File: src/rtl/keypad_entry.sv
// 4x4 keypad scanner: column rotation, 2-flop row synchronizer, per-scan classification,
// scan-rate debounce FSM and a four-digit entry shift register.
module keypad_entry #(
  parameter int unsigned SCAN_DIV = 100000,
  parameter int unsigned DEBOUNCE = 8
) (
  input  logic       clk,
  input  logic       clr,
  input  logic [3:0] row,
  output logic [3:0] col,
  output logic [3:0] dig1,
  output logic [3:0] dig2,
  output logic [3:0] dig3,
  output logic [3:0] dig4,
  output logic       key_valid,
  output logic [3:0] key_code,
  output logic       key_down
);

  localparam int unsigned DIV_W = $clog2(SCAN_DIV);
  localparam int unsigned CNT_W = $clog2(DEBOUNCE + 1);
  localparam logic [DIV_W-1:0] DIV_LAST = DIV_W'(SCAN_DIV - 1);
  localparam logic [CNT_W-1:0] CNT_MAX  = CNT_W'(DEBOUNCE);

  typedef enum logic [1:0] {S_IDLE, S_CAND, S_PRESSED, S_REL} state_t;

  logic [3:0]       sync1_q, sync1_d, sync2_q, sync2_d;
  logic [DIV_W-1:0] div_q, div_d;
  logic [1:0]       col_idx_q, col_idx_d;
  logic [3:0]       col_q, col_d;
  logic [1:0]       acc_n_q, acc_n_d;
  logic [3:0]       acc_code_q, acc_code_d;
  state_t           state_q, state_d;
  logic [CNT_W-1:0] cnt_q, cnt_d;
  logic [3:0]       cand_q, cand_d;
  logic             key_valid_q, key_valid_d;
  logic [3:0]       key_code_q, key_code_d;
  logic [3:0]       dig1_q, dig1_d, dig2_q, dig2_d, dig3_q, dig3_d, dig4_q, dig4_d;

  logic             last, scan_done, accept;
  logic [3:0]       hits, cur_code, scan_code;
  logic [2:0]       hit_pc, sum;
  logic [1:0]       hit_row, col_hits, total;
  logic [CNT_W-1:0] cnt_inc;

  function automatic logic [3:0] key_map(input logic [1:0] c, input logic [1:0] r);
    case ({c, r})
      4'h0: key_map = 4'h1;  4'h1: key_map = 4'h4;  4'h2: key_map = 4'h7;  4'h3: key_map = 4'h0;
      4'h4: key_map = 4'h2;  4'h5: key_map = 4'h5;  4'h6: key_map = 4'h8;  4'h7: key_map = 4'hF;
      4'h8: key_map = 4'h3;  4'h9: key_map = 4'h6;  4'hA: key_map = 4'h9;  4'hB: key_map = 4'hE;
      4'hC: key_map = 4'hA;  4'hD: key_map = 4'hB;  4'hE: key_map = 4'hC;  default: key_map = 4'hD;
    endcase
  endfunction

  always_comb begin
    sync1_d    = row;
    sync2_d    = sync1_q;
    last       = (div_q == DIV_LAST);
    div_d      = last ? '0 : div_q + DIV_W'(1);
    col_idx_d  = last ? col_idx_q + 2'd1 : col_idx_q;
    col_d      = last ? {col_q[2:0], col_q[3]} : col_q;

    hits    = ~sync2_q;
    hit_pc  = '0;
    hit_row = '0;
    for (int unsigned i = 0; i < 4; i++) begin
      if (hits[i]) begin
        hit_pc  = hit_pc + 3'd1;
        hit_row = 2'(i);
      end
    end
    // Per-scan key count saturates at 2: anything beyond one key is MULTI anyway.
    col_hits  = (hit_pc > 3'd1) ? 2'd2 : hit_pc[1:0];
    sum       = {1'b0, acc_n_q} + {1'b0, col_hits};
    total     = (sum > 3'd2) ? 2'd2 : sum[1:0];
    cur_code  = key_map(col_idx_q, hit_row);
    scan_code = (acc_n_q == 2'd0) ? cur_code : acc_code_q;
    scan_done = last && (col_idx_q == 2'd3);

    acc_n_d    = acc_n_q;
    acc_code_d = acc_code_q;
    if (last) begin
      acc_n_d    = scan_done ? 2'd0 : total;
      acc_code_d = scan_done ? 4'h0 : scan_code;
    end

    cnt_inc     = (cnt_q == CNT_MAX) ? cnt_q : cnt_q + CNT_W'(1);
    state_d     = state_q;
    cnt_d       = cnt_q;
    cand_d      = cand_q;
    accept      = 1'b0;
    if (scan_done) begin
      case (state_q)
        S_IDLE: if (total == 2'd1) begin
          cand_d = scan_code;
          if (DEBOUNCE <= 1) begin
            accept  = 1'b1;
            state_d = S_PRESSED;
            cnt_d   = '0;
          end else begin
            state_d = S_CAND;
            cnt_d   = CNT_W'(1);
          end
        end
        S_CAND: if (total == 2'd1 && scan_code == cand_q) begin
          cnt_d = cnt_inc;
          if (cnt_inc >= CNT_MAX) begin
            accept  = 1'b1;
            state_d = S_PRESSED;
            cnt_d   = '0;
          end
        end else begin
          state_d = S_IDLE;
          cnt_d   = '0;
        end
        S_PRESSED: if (total == 2'd0) begin
          state_d = (DEBOUNCE <= 1) ? S_IDLE : S_REL;
          cnt_d   = (DEBOUNCE <= 1) ? '0 : CNT_W'(1);
        end
        default: if (total == 2'd0) begin
          cnt_d = cnt_inc;
          if (cnt_inc >= CNT_MAX) begin
            state_d = S_IDLE;
            cnt_d   = '0;
          end
        end else begin
          state_d = S_PRESSED;
          cnt_d   = '0;
        end
      endcase
    end

    key_valid_d = accept;
    key_code_d  = accept ? cand_d : key_code_q;
    dig1_d      = accept ? cand_d : dig1_q;
    dig2_d      = accept ? dig1_q : dig2_q;
    dig3_d      = accept ? dig2_q : dig3_q;
    dig4_d      = accept ? dig3_q : dig4_q;
  end

  always_ff @(posedge clk or negedge clr) begin
    if (!clr) begin
      sync1_q     <= '1;
      sync2_q     <= '1;
      div_q       <= '0;
      col_idx_q   <= '0;
      col_q       <= 4'b1110;
      acc_n_q     <= '0;
      acc_code_q  <= '0;
      state_q     <= S_IDLE;
      cnt_q       <= '0;
      cand_q      <= '0;
      key_valid_q <= 1'b0;
      key_code_q  <= '0;
      dig1_q      <= '0;
      dig2_q      <= '0;
      dig3_q      <= '0;
      dig4_q      <= '0;
    end else begin
      sync1_q     <= sync1_d;
      sync2_q     <= sync2_d;
      div_q       <= div_d;
      col_idx_q   <= col_idx_d;
      col_q       <= col_d;
      acc_n_q     <= acc_n_d;
      acc_code_q  <= acc_code_d;
      state_q     <= state_d;
      cnt_q       <= cnt_d;
      cand_q      <= cand_d;
      key_valid_q <= key_valid_d;
      key_code_q  <= key_code_d;
      dig1_q      <= dig1_d;
      dig2_q      <= dig2_d;
      dig3_q      <= dig3_d;
      dig4_q      <= dig4_d;
    end
  end

  assign col       = col_q;
  assign dig1      = dig1_q;
  assign dig2      = dig2_q;
  assign dig3      = dig3_q;
  assign dig4      = dig4_q;
  assign key_valid = key_valid_q;
  assign key_code  = key_code_q;
  assign key_down  = (state_q == S_PRESSED) || (state_q == S_REL);

endmodule

File: config.mk
export PLATFORM = sky130hd
export DESIGN_NAME = keypad_entry
export DESIGN_NICKNAME = d
export VERILOG_FILES = /design/src/rtl/keypad_entry.sv
export SDC_FILE = /design/constraint.sdc
export NUM_CORES = 1
export LEC_CHECK = 0
export ABC_AREA = 1
export ABC_CLOCK_PERIOD_IN_PS = 10200
export BUFFER_PORTS_ARGS = -buffer_cell sky130_fd_sc_hd__buf_2
export CAP_MARGIN = 5
export CORE_UTILIZATION = 63
export CTS_CLUSTER_SIZE = 25
export DETAILED_ROUTE_END_ITERATION = 8
export HOLD_SLACK_MARGIN = 0.08
export PLACE_DENSITY_LB_ADDON = 0.25
export SLEW_MARGIN = 5
export SYNTH_ARGS = -nofsm -noshare
export SYNTH_HDL_FRONTEND = slang
export SYNTH_SLANG_ARGS = --single-unit
File: constraint.sdc
create_clock -name clk -period 10.2 [get_ports clk]
set_input_delay 1.02 -clock clk [delete_from_list [all_inputs] [get_ports clk]]
set_output_delay 1.02 -clock clk [all_outputs]
set_load 0.01 [all_outputs]
==> run_results.csv, run 1 <==
group,metric,value,unit
clock_network,ctsResizeCount,0,
drt,via_per_inst,5.202,
placement,hpwlAfterDp,4446,um
final_layout,layout-drive-gt1-share,19.78,%
timing,tightestPinTransition,0.7758,ns
drt,dr.pass1.iters,4,
yosys,synth_nets,430,
drt,routedWlPerCell,12.28,um
clock_network,cts_max_level,3,
setup_path,max_stage_delay,0.53,ns
yosys,ys_types,36,
setup_path,startpoint_type,"register",
pwr,power_density,141.9,nW/um2
timing,slew_headroom,48.28,%
setup_path,worst-path-buf-inv,5,
worst_hold_path,hold_class,"reg -> reg",
setup_path,cp_max_fo,17,
setup_path,critPathArrivalTime,4.26,ns
yosys,synthTopCellsByArea,"dfrtp_1, nand2_1, dfstp_2, inv_1, ha_1",
timing,max_freq,250.9,MHz
pwr,p_leak,2.009,nW
yosys,post_synth.cell_area_avg,8.121,um2
drt,via_count,2705,
drt,drc_errors,0,
floorplan,rows,26,
clock_network,clock_latency,0.34,ns
yosys,synth_largest_area_cell,"dfrtp_1",
setup_path,end_kind,"register",
clock_network,numCtsBuffers,9,
floorplan,die_h,74.70,um
clock_network,cts-root-buf,"clkbuf_8",
floorplan,dieArea,5579,um2
clock_network,cts_tree,"yes",
timing,hold_violations,0,
final_layout,area_growth_syn_to_layout,12.74,%
timing,drv_slew,0,
timing,finalSetupTns,0,ns
yosys,synth_top_area_share,39.83,%
pwr,ir_drop,0.08458,mV
timing,setup_viol,0,
yosys,netlist_instances,410,
run,cap_violations,0,
global_routing,groute.usage.overall,26.27,%
setup_path,critical_path.top_delay_family,"simple AND/OR/NAND/NOR gates",
yosys,yosysWarnings,0,
yosys,seq_area_frac_synth,48.52,%
setup_path,critPathSlowestCell,"dfstp_2",
final_layout,finalNetCount,465,
placement,portBuffers,31,
timing,grt_setup_unrepaired,"false",
drt,dr.first_iter.drc_count,175,
final_layout,finish.utilization,73.49,%
drt,ant_nets,0,
global_routing,grt_pass1_vias,2538,
floorplan,die_x,74.70,um
global_routing,grt_max_degree,65,
setup_path,crit_type,"reg -> reg",
yosys,ys.flop_type,"dfrtp_1",
timing,finClkSkew,0.006095,ns
drt,drt_wl_total,6383,um
clock_network,cts_setup_buffers,0,
yosys,ys_ff_latch,64,
placement,gp_congestion,0.8831,
timing,min_period,3.986,ns
worst_hold_path,hold_path_startpoint,"sync1_q[2]",
setup_path,timing.rr.start,"sync2_q[0]",
clock_network,cts_sinks,64,
yosys,synth-async-reset-ratio,100.0,%
floorplan,initial_utilization,65.19,%
floorplan,ios,32,
yosys,syn_area,3329,um2
placement,dpl_cell_area,3522,um2
global_routing,antenna_found_initial,0,
final_layout,stdcell_area,3754,um2
final_layout,fin_cells,520,
floorplan,core_area,5107,um2
placement,dp.cells,504,
status,run_status,"finished clean",
timing,period_share,39.08,%
clock_network,cts.reportedPaths.clkPinSlew,0.07,ns
yosys,synth_edf_count,0,
setup_path,critPathRequiredTime,10.48,ns
global_routing,globalRoute.totalOverflow,0,
setup_path,crit_chain,"inv_1 > ha_1 > xnor2_1 > ha_1 > nand2_1 > nand2_1 > nor2_1 > and2_1 > ha_1 > inv_1 > fa_1 > nand2_1 > inv_1 > nand2_1 > nor2_1 > nand2_1 > inv_2 > nand2_1 > nor2_1 > nand3_4 > inv_4 > nand2_1 > nand2_1",
final_layout,antenna_cells,0,
clock_network,clk_path_buf_depth,2,
setup_path,worst_path_most_repeated_cell,"nand2_1",
global_routing,grt_first_pass_wirelength,10840,um
clock_network,holdBufCountCts,0,
setup_path,startpoint,"sync2_q[0]",
stage by stage:
step                      hold WS, ns  total power (W)  setup WS, ns
final                          0.3556        0.0005325         6.214
after global routing           0.3585        0.0005529         5.890
after CTS                      0.3573        0.0005398         6.182
after detailed placement       0.3472        0.0002892         6.314
after global placement         0.3472        0.0002884         6.456
after floorplan                0.3452        0.0002799         6.663
layout by cell type (no fill, tap or decap), types with 8 or more instances in the layout:
cell / synthesis / layout
o21ai_0: 15 / 15
nand3_1: 23 / 23
ha_1: 13 / 13
dfrtp_1: 53 / 53
inv_2: 10 / 10
inv_1: 46 / 46
nand2_2: 8 / 8
a21oi_1: 8 / 8
nor2_1: 41 / 41
nand2_1: 127 / 127
dfstp_2: 11 / 11
clkbuf_8: 0 / 11
buf_2: 1 / 31
registers in the layout (all words and copies together), names as in the netlist:
| signal | cells |
|---|---|
| col_idx_q | 2 |
| div_q | 17 |
| cand_q | 4 |
| sync1_q | 4 |
| sync2_q | 4 |
| key_valid | 1 |
| state_q | 2 |
| col | 4 |
| dig2 | 4 |
| dig3 | 4 |
| acc_n_q | 2 |
| cnt_q | 4 |
| acc_code_q | 4 |
| dig1 | 4 |
| dig4 | 4 |
power breakdown:
part,total (W),internal (W),switching [W]
clock,0.000248,0.000151,0.0000961
sequential,0.000258,0.000257,0.00000134
combinational,0.0000269,0.00000866,0.0000183
total,0.000533,0.000417,0.000116
cell families (layout without fill, tap and decap cells):
logic type                 after synthesis  after routing  share of synthesized area (%)
DFF                                     64             64                          48.52
xor gates and xnor gates                 9              9                          2.368
adders and majority gates               14             14                          5.487
buffers and inverters                   65            105                          8.230
AOI/OAI and AO/OA                       34             34                          5.525
and+or+nand+nor                        224            224                          29.88
layer usage:
layer	GRT usage, %	vias to the layer above	routed length [um]
li1	-	1351	-
met1	32.77	1277	2823
met2	42.54	60	3077
met3	7.497	17	338
met4	12.16	0	143
met5	0	-	0
synth_stat cells (7+ instances only):
library cell and count:
a21oi_1 8, dfrtp_1 53, dfstp_2 11, ha_1 13
inv_1 46, inv_2 10, nand2_1 127, nand2_2 8
nand3_1 23, nor2_1 41, o21ai_0 15, xor2_1 7
area by class of cell:
class                      instances  area [um2]
sequential                        64        1615
multi-input combinational        281        1440
fill                             397        1354
inverter                          57       216.5
timing repair buffer              32       162.7
clock buffer                      12       155.1
tap                               70       87.58
clock inverter                     4       76.32
final timing paths:
check,end,slack [ns],depth (start not counted)
setup / recovery,dig4[2],6.21,23
hold / removal,sync2_q[2],0.36,0
setup reg to reg,dig4[2],6.21,23
hold reg to reg,sync2_q[2],0.36,0
max in group asynchronous,acc_n_q[0],8.85,2
min in group asynchronous,col[0],0.84,2
Note: power is estimated with default switching activity, not from simulation.
==> run 2, diff against run 1 <==
--- a/config.mk
+++ b/config.mk
@@ -6,10 +6,10 @@
 export NUM_CORES = 1
 export LEC_CHECK = 0
 export ABC_AREA = 1
-export ABC_CLOCK_PERIOD_IN_PS = 10200
+export ABC_CLOCK_PERIOD_IN_PS = 3580
 export BUFFER_PORTS_ARGS = -buffer_cell sky130_fd_sc_hd__buf_2
 export CAP_MARGIN = 5
-export CORE_UTILIZATION = 63
+export CORE_UTILIZATION = 53
 export CTS_CLUSTER_SIZE = 25
 export DETAILED_ROUTE_END_ITERATION = 8
 export HOLD_SLACK_MARGIN = 0.08
==> constraint.sdc (replaced) <==
create_clock -name clk -period 3.58 [get_ports clk]
set_input_delay 0.358 -clock clk [delete_from_list [all_inputs] [get_ports clk]]
set_output_delay 0.358 -clock clk [all_outputs]
set_load 0.01 [all_outputs]
==> run 2 against run 1 <==
Net effect: routed wire length increased by 1.2%; maximum frequency is 14% higher; count of clock-buffer cells in the layout decreased by 2; combinational power rose to 4.2 times the previous value; highest routed layer unchanged; clock skew grew 0.0062 ns; global-route usage down 3.9 points; critical path depth did not move; final area grew 4.6%.
==> run_results.csv, run 2 (synthesis results as in run 1) <==
group,metric,value,unit
drt,dr.pass1.iters,4,
setup_path,timing.rr.start,"sync2_q[1]",
timing,period_share,97.26,%
final_layout,layout-drive-gt1-share,25.76,%
timing,hold_violations,0,
setup_path,critPathRequiredTime,3.81,ns
status,run_status,"finished clean",
final_layout,finalNetCount,477,
worst_hold_path,hold_path_startpoint,"row[1]",
clock_network,cts_tree,"yes",
drt,dr.first_iter.drc_count,119,
floorplan,dieArea,6603,um2
setup_path,crit_type,"reg -> reg",
setup_path,crit_chain,"inv_2 > ha_4 > xnor2_4 > ha_2 > nand2_1 > nand2_1 > nor2_2 > and2_1 > ha_2 > inv_1 > fa_1 > nand2_2 > inv_2 > nand2_4 > nor2_2 > nand2_1 > inv_2 > nand2_2 > nor2_4 > nand3_4 > clkbuf_16 > nand2_1 > nand2_1",
drt,via_per_inst,5.043,
placement,place_ws,-0.07384,ns
clock_network,numCtsBuffers,9,
timing,drv_slew,0,
setup_path,cp_max_fo,6,
global_routing,grt_first_pass_wirelength,11230,um
setup_path,critPathArrivalTime,3.71,ns
pwr,p_leak,2.067,nW
worst_hold_path,hold_depth,1,
final_layout,layout_commonest_cell,"nand2_1",
clock_network,cts_max_level,3,
setup_path,max_stage_delay,0.54,ns
global_routing,groute.usage.overall,22.33,%
global_routing,antenna_found_initial,0,
drt,routedWlPerCell,12.03,um
final_layout,area_growth_syn_to_layout,17.93,%
global_routing,grt_max_degree,32,
setup_path,rrSetupSlack,0.1,ns
clock_network,clk_path_buf_depth,2,
worst_hold_path,whs_endpoint,"sync1_q[1]",
timing,grt_setup_unrepaired,"true",
timing,tightestPinTransition,0.6572,ns
global_routing,grt_pass1_vias,2624,
final_layout,fillers,496,
floorplan,core_area,5991,um2
clock_network,cts_sinks,64,
timing,setup_viol,0,
floorplan,rows,28,
timing,max_freq,287.2,MHz
setup_path,r2r_end,"dig2[1]",
final_layout,final_cell_mix,"nand2_1, dfrtp_1, inv_1",
placement,gp_congestion,0.8760,
clock_network,cts-root-buf,"clkbuf_8",
placement,hpwlAfterDp,4520,um
floorplan,initial_utilization,55.58,%
clock_network,clock_latency,0.34,ns
timing,slew_headroom,56.19,%
final_layout,finish.utilization,65.54,%
drt,drc_errors,0,
pwr,total_power,0.001413,W
floorplan,ios,32,
worst_hold_path,hold_class,"in -> reg",
global_routing,globalRoute.totalOverflow,0,
setup_path,r2r_cells,23,
floorplan,die_x,81.26,um
drt,via_count,2708,
setup_path,worst_path_most_repeated_cell,"nand2_1",
setup_path,critPathSlowestCell,"dfstp_2",
timing,setup_ws,0.09816,ns
clock_network,cts.reportedPaths.clkPinSlew,0.07,ns
drt,ant_nets,0,
setup_path,startpoint_type,"register",
placement,portBuffers,31,
final_layout,max_flop_register,"div_q",
timing,finClkSkew,0.01228,ns
floorplan,die_h,81.26,um
pwr,ir_drop,0.2920,mV
drt,drt_wl_total,6459,um
pwr,power_density,359.9,nW/um2
final_layout,largest_reg_flops,17,
setup_path,end_kind,"register",
run,cap_violations,0,
timing,min_period,3.482,ns
final_layout,antenna_cells,0,
## run 2: cell types whose count changed in the layout (fill, tap and decap cells not counted), moves of 3 or more
cell / previous run / this run
nand2_1: 127 / 122
ha_1: 13 / 10
nand2_2: 8 / 12
buf_4: 1 / 9
nor2_1: 41 / 37
## run 2: final cells by class
class                           count  area [um2]  share of cell area [%]
Clock buffer                       10       137.6                   3.505
Multi-Input combinational cell    281        1528                   38.91
Inverter                           57       219.0                   5.577
Tap cell                           75       93.84                   2.390
Timing Repair Buffer               44       289.0                   7.361
Clock inverter                      6       43.79                   1.115
Sequential cell                    64        1615                   41.14
## run 2: metrics by stage
step | cells | setup TNS [ns] | hold WS, ns | instance area [um2]
after floorplan | 410 | 0 | 0.06241 | 3329
after global placement | 515 | 0 | 0.3468 | 3586
after detailed placement | 515 | -0.9822 | 0.3495 | 3586
after CTS | 533 | 0 | 0.1101 | 3805
after global routing | 537 | -2.353 | 0.09237 | 3926
final | 537 | 0 | 0.1232 | 3926
## run 2: worst max-delay path by stage
stage / cells after the start / to / start / slack (ns)
4_1_cts: 23 / dig1[1] / sync2_q[0] / 0.02
6_report: 23 / dig2[1] / sync2_q[1] / 0.1
3_5_place_dp: 23 / dig1[1] / sync2_q[0] / -0.07
2_1_floorplan: 23 / dig1[3] / sync2_q[0] / 0.04
3_3_place_gp: 23 / dig1[3] / sync2_q[0] / 0.06
5_1_grt: 23 / dig2[1] / sync2_q[1] / -0.15
## run 2: metal layers
layer	track usage (%)	vias to the layer above	wire, um
met2	37.92	42	3175
met1	27.81	1281	3014
li1	-	1375	-
met5	0	-	0
met3	5.955	10	193
met4	6.250	0	76
## run 2: critical path, delay by kind of cell, from the launching register on
family,cells,cell delay (ns)
adder cells (fa/ha/maj),4,1.23
AND/OR/NAND/NOR,13,1.08
XOR/XNOR,1,0.12
buffers and inverters,5,0.42
flip-flops,1,0.54
## run 2: power by group
part	switching, W	total [W]	internal [W]	leakage [nW]
Clock	0.000292	0.000565	0.000272	0.0926
Combinational	0.0000640	0.000113	0.0000486	1.13
Sequential	0.00000472	0.000736	0.000731	0.841
## run 2: what timing repair did
item | in CTS | in global routing
gates cloned | 0 | 1
setup buffers | 1 | 3
resized for setup | 5 | 19
endpoints found under the hold margin | 18 | 0
pin swaps | 0 | 4
hold buffers | 1 | 0
endpoints found under the setup margin | 20 | 22
